`config.mk`:
```
export PLATFORM = sky130hd
export DESIGN_NAME = occ_rom_arbiter
export DESIGN_NICKNAME = d
export VERILOG_FILES = /design/src/rtl/occ_rom_arbiter.sv
export SDC_FILE = /design/constraint.sdc
export NUM_CORES = 1
export LEC_CHECK = 0
export CORE_ASPECT_RATIO = 0.6
export CORE_MARGIN = 2
export CORE_UTILIZATION = 37
export DETAILED_ROUTE_END_ITERATION = 6
export DONT_BUFFER_PORTS = 1
export SYNTH_ARGS = -nofsm -noshare
export SYNTH_HDL_FRONTEND = slang
export SYNTH_SLANG_ARGS = --single-unit
```
`constraint.sdc`:
```
create_clock -name clk -period 5 [get_ports clk]
set_input_delay 0.25 -clock clk [delete_from_list [all_inputs] [get_ports clk]]
set_output_delay 0.25 -clock clk [all_outputs]
set_load 0.01 [all_outputs]
```
`src/rtl/occ_rom_arbiter.sv`:
```
// Round-robin arbiter sharing one fixed-latency Occ ROM among four accelerator paths.
// Each path keeps one outstanding read; returned words are routed back by requester ID.
module occ_rom_arbiter #(
    parameter int ADDR_W  = 8,
    parameter int DATA_W  = 32,
    parameter int ROM_LAT = 1
) (
    input  logic              clk,
    input  logic              rst,
    input  logic              req_ce_1,
    input  logic              req_ce_2,
    input  logic              req_ce_3,
    input  logic              req_ce_4,
    input  logic [ADDR_W-1:0] req_addr_1,
    input  logic [ADDR_W-1:0] req_addr_2,
    input  logic [ADDR_W-1:0] req_addr_3,
    input  logic [ADDR_W-1:0] req_addr_4,
    output logic [DATA_W-1:0] rsp_data_1,
    output logic [DATA_W-1:0] rsp_data_2,
    output logic [DATA_W-1:0] rsp_data_3,
    output logic [DATA_W-1:0] rsp_data_4,
    output logic              rsp_valid_1,
    output logic              rsp_valid_2,
    output logic              rsp_valid_3,
    output logic              rsp_valid_4,
    output logic              rom_ce_o,
    output logic [ADDR_W-1:0] rom_addr_o,
    input  logic [DATA_W-1:0] rom_data_i,
    output logic [3:0]        busy_o,
    output logic [3:0]        err_o
);

    localparam int PIPE_D = ROM_LAT + 1;

    logic [3:0]        req_ce;
    logic [ADDR_W-1:0] req_addr [4];

    logic [3:0]        pend_q, pend_d;
    logic [3:0]        infl_q, infl_d;
    logic [3:0]        err_q, err_d;
    logic [1:0]        ptr_q, ptr_d;
    logic [ADDR_W-1:0] addr_q [4];

    logic              rom_ce_q;
    logic [ADDR_W-1:0] rom_addr_q, rom_addr_d;

    logic [PIPE_D-1:0] pv_q;
    logic [1:0]        pid_q [PIPE_D];

    logic [DATA_W-1:0] rsp_data_q [4];
    logic [3:0]        rsp_vld_q;

    logic [3:0]        busy;
    logic [3:0]        accept;
    logic [3:0]        drop;
    logic              gnt_vld;
    logic [1:0]        gnt_id;
    logic [3:0]        gnt_oh;
    logic              ret_vld;
    logic [1:0]        ret_id;
    logic [3:0]        ret_oh;

    assign req_ce      = {req_ce_4, req_ce_3, req_ce_2, req_ce_1};
    assign req_addr[0] = req_addr_1;
    assign req_addr[1] = req_addr_2;
    assign req_addr[2] = req_addr_3;
    assign req_addr[3] = req_addr_4;

    assign busy   = pend_q | infl_q;
    assign accept = req_ce & ~busy;
    assign drop   = req_ce & busy;

    // Search begins one past the last granted path; ptr_q resets to path 4 so path 1 goes first.
    always_comb begin
        logic [1:0] idx;
        gnt_vld = 1'b0;
        gnt_id  = ptr_q;
        idx     = ptr_q;
        for (int i = 1; i <= 4; i++) begin
            idx = ptr_q + 2'(i);
            if (!gnt_vld && pend_q[idx]) begin
                gnt_vld = 1'b1;
                gnt_id  = idx;
            end
        end
    end

    assign gnt_oh  = gnt_vld ? (4'b0001 << gnt_id) : 4'b0000;
    assign ret_vld = pv_q[ROM_LAT];
    assign ret_id  = pid_q[ROM_LAT];
    assign ret_oh  = ret_vld ? (4'b0001 << ret_id) : 4'b0000;

    // A path is never pending and in flight at once, so grant and return never hit the same bit.
    always_comb begin
        pend_d     = (pend_q & ~gnt_oh) | accept;
        infl_d     = (infl_q | gnt_oh) & ~ret_oh;
        err_d      = err_q | drop;
        ptr_d      = gnt_vld ? gnt_id : ptr_q;
        rom_addr_d = gnt_vld ? addr_q[gnt_id] : rom_addr_q;
    end

    always_ff @(posedge clk) begin
        for (int k = 0; k < 4; k++) begin
            if (accept[k]) begin
                addr_q[k] <= req_addr[k];
            end
        end
    end

    always_ff @(posedge clk or posedge rst) begin
        if (rst) begin
            pend_q     <= '0;
            infl_q     <= '0;
            err_q      <= '0;
            ptr_q      <= 2'd3;
            rom_ce_q   <= 1'b0;
            rom_addr_q <= '0;
        end else begin
            pend_q     <= pend_d;
            infl_q     <= infl_d;
            err_q      <= err_d;
            ptr_q      <= ptr_d;
            rom_ce_q   <= gnt_vld;
            rom_addr_q <= rom_addr_d;
        end
    end

    // ID pipeline: stage i lines up with the ROM cycle i after rom_ce_o, head meets rom_data_i.
    always_ff @(posedge clk or posedge rst) begin
        if (rst) begin
            pv_q <= '0;
            for (int i = 0; i < PIPE_D; i++) begin
                pid_q[i] <= '0;
            end
        end else begin
            pv_q     <= {pv_q[PIPE_D-2:0], gnt_vld};
            pid_q[0] <= gnt_id;
            for (int i = 1; i < PIPE_D; i++) begin
                pid_q[i] <= pid_q[i-1];
            end
        end
    end

    always_ff @(posedge clk or posedge rst) begin
        if (rst) begin
            rsp_vld_q <= '0;
            for (int k = 0; k < 4; k++) begin
                rsp_data_q[k] <= '0;
            end
        end else begin
            rsp_vld_q <= ret_oh;
            if (ret_vld) begin
                rsp_data_q[ret_id] <= rom_data_i;
            end
        end
    end

    assign rom_ce_o    = rom_ce_q;
    assign rom_addr_o  = rom_addr_q;
    assign busy_o      = busy;
    assign err_o       = err_q;
    assign rsp_valid_1 = rsp_vld_q[0];
    assign rsp_valid_2 = rsp_vld_q[1];
    assign rsp_valid_3 = rsp_vld_q[2];
    assign rsp_valid_4 = rsp_vld_q[3];
    assign rsp_data_1  = rsp_data_q[0];
    assign rsp_data_2  = rsp_data_q[1];
    assign rsp_data_3  = rsp_data_q[2];
    assign rsp_data_4  = rsp_data_q[3];

endmodule
```
==> out/metrics.csv <==
metric,value,unit
1st-iter DRT viols,373,
syn nets,668,
area grow syn2layout,20.7,%
hold_ws,0.180,ns
Max-slew headroom,39.7,%
Max Clk Rate,495,MHz
fill cell count,1727,
Num CTS Buffers,17,
TritonRoute pass-1 iters,5,
routing usage on met3,8.34,%
number of gates resized after CTS,0,
RSZ-0062 raised after global routing,no,
Die X,186,µm
DP HPWL,12900,µm
crit start category,flop,
Setup-failing EPs final,0,
# port buffers,0,
"Clk pin slew, worst setup/hold paths",0.08,ns
fin nets,740,
"top cells by count, synth","nand2_1, dfrtp_1, mux2_2",
Placed Cells,848,
most frequent cell after synthesis,nand2_1,
Hold/Removal Path Class,input pin to flop,
cell taking the most area after synthesis,dfrtp_1,
Final Hold Vio Count,0,
total of warnings raised by yosys,0,
maximum vdd drop,287,µV
Final Skew,0.0181,ns
clock sinks,192,
Power Density,740,nW/µm²
row count,39,
Die H,113,µm
number of enable flip-flop cells after synthesis,32,
root buffer cell,clkbuf_16,
status,finished clean,
H-tree depth,4,
Detailed Route WL,19400,µm
leak pwr,3.93,nW
Critical Path Fanout Max,10,
RePlAce Congestion,0.762,
vias,4905,
Area after DPL,7640,µm²
final global-route overflow total,0,
initial antenna violation count,0,
"Req. time, crit path",5.33,ns
period utilization,40.4,%
met1 Usage GRT,25.0,%
CP Class,flop to flop,
Synth async-reset ratio,83.3,%
Post-Syn Area,7350,µm²
fin crit period,2.02,ns
Longest Clk Path Bufs,2,
MaxCap Viol Count,0,
register area share after synthesis,67.6,%
top_reg_cell synth,dfrtp_1,
fraction of layout cells with a size suffix above 1,19.0,%
first-pass GRT wire length,29800,µm
area fraction of the dominant cell type after synthesis,53.8,%
largest net degree at the start of global routing,61,
synthesized area per cell,12.3,µm²
fin cells,949,
worst path arrival time,2.35,ns
GR peak layer,met2,
Ant. Diodes,0,
Initial Utilization,38.2,%
setup tns final,0,ns
Residual DRC,0,
Unique masters post-synth,40,
Boundary Pins,219,
"Slew Viols, Final",0,
All-Layer GR Usage,18.9,%
met2 track demand over resource,28.1,%
"flops & latches, synth",192,
Core Region,19200,µm²
Syn Inst Count,598,
vias in the first global route,5203,
synth top area cells,"dfrtp_1, edfxtp_1, nand2_1, mux2_2, a221oi_2",
Clock Latency Late Sink,0.44,ns
CTS tree,yes,
Routed Antenna Nets,0,
Avg WL per Cell,20.4,µm
Via density,5.17,
Crit. End Element,flop,
Worst Max-Slew Pin Slew,0.902,ns
final instance area,8870,µm²
die area,21100,µm²
==> registers in the layout (all words and copies together), names as in the netlist, 8 cells and up <==
register	flops
rsp_data_4	32
rsp_data_2	32
rsp_data_1	32
addr_q	32
rom_addr_o	8
rsp_data_3	32
==> layout make-up <==
type / instances / area (µm²) / area share (%)
Sequential cell: 192 / 4970 / 56.0
Multi-Input combinational cell: 367 / 2220 / 25.0
Timing Repair Buffer: 77 / 751 / 8.46
Clock buffer: 18 / 429 / 4.84
Tap cell: 266 / 333 / 3.75
Clock inverter: 14 / 116 / 1.31
Inverter: 15 / 61.3 / 0.691
==> cell families (layout without fill, tap and decap cells) <==
group / Yosys count / after routing / synth area share [%]
mux: 72 / 72 / 10.9
buf+inv: 39 / 124 / 2.37
compound gates: 49 / 49 / 5.33
flops: 192 / 192 / 67.6
simple gates: 246 / 246 / 13.9
==> path summary, 6_finish.rpt <==
path | from | endpoint | slack (ns) | cells past startpoint
worst max-delay path | pend_q[0] | infl_q[2] | 2.98 | 5
worst min-delay path | req_ce_2 | addr_q[1][3] | 0.18 | 2
worst max register to register | pend_q[0] | infl_q[2] | 2.98 | 5
worst min register to register | pid_q[3] | ret_id[1] | 0.35 | 0
max in group asynchronous | rst | rsp_data_2[25] | 3.53 | 3
min in group asynchronous | rst | err_o[1] | 0.36 | 2
==> cell usage in the layout (no fill, tap or decap), types with 2 or more instances in the layout <==
master | synthesis | final
nor2_1 | 11 | 11
inv_2 | 2 | 2
edfxtp_1 | 32 | 32
dfstp_2 | 2 | 2
nand3b_1 | 3 | 3
clkbuf_16 | 0 | 17
a221oi_2 | 7 | 7
mux2_2 | 64 | 64
nand3_1 | 9 | 9
buf_4 | 1 | 8
clkinv_1 | 1 | 3
or2_2 | 8 | 8
mux2i_1 | 8 | 8
a21oi_1 | 12 | 12
dfrtp_1 | 158 | 158
inv_6 | 0 | 3
a22oi_1 | 8 | 8
inv_1 | 12 | 11
a21o_1 | 5 | 5
dlygate4sd3_1 | 0 | 69
nand2b_1 | 2 | 2
o21ai_0 | 8 | 8
nand2_1 | 203 | 203
nor2_2 | 2 | 2
clkinvlp_4 | 0 | 2
o22ai_1 | 2 | 2
o21a_1 | 2 | 2
clkinv_4 | 0 | 3
clkinv_2 | 0 | 4
==> report_power, final <==
| part | switching, mW | internal (mW) | leakage (nW) |
|---|---|---|---|
| combinational | 1.23 | 0.885 | 1.47 |
| clock | 0.596 | 0.684 | 0.265 |
| sequential | 0.853 | 2.32 | 2.20 |
| total | 2.68 | 3.89 | 3.93 |
==> metal layers <==
metal  vias up  share of wire (%)  routed length [µm]
met3        21                 10                1980
met2       212                 44                8450
met4         0                1.2                 224
li1       2132                  -                   -
met5         -                  0                   0
met1      2540                 45                8730
==> critical path: stages, from the launching register on <==
cell and delay, ns:
dfrtp_1 0.45, or2_2 0.40, a21oi_1 0.21, or2_1 0.47, nand2_1 0.15, o31ai_1 0.24
==> repair_timing <==
action,in CTS,in global routing
hold buffers,69,0
endpoints found under the hold margin,223,0
buffers inserted,0,0
==> stage by stage <==
stage | power, mW | utilization (%) | worst slack (ns)
after global routing | 7.01 | 46.2 | 2.86
after floorplan | 4.60 | - | 0.433
after detailed placement | 5.26 | 39.7 | 3.00
final | 6.57 | 46.2 | 2.98
after CTS | 6.61 | 46.2 | 2.99
after global placement | 5.13 | 39.7 | 3.09
Note: power is estimated with default switching activity, not from simulation.
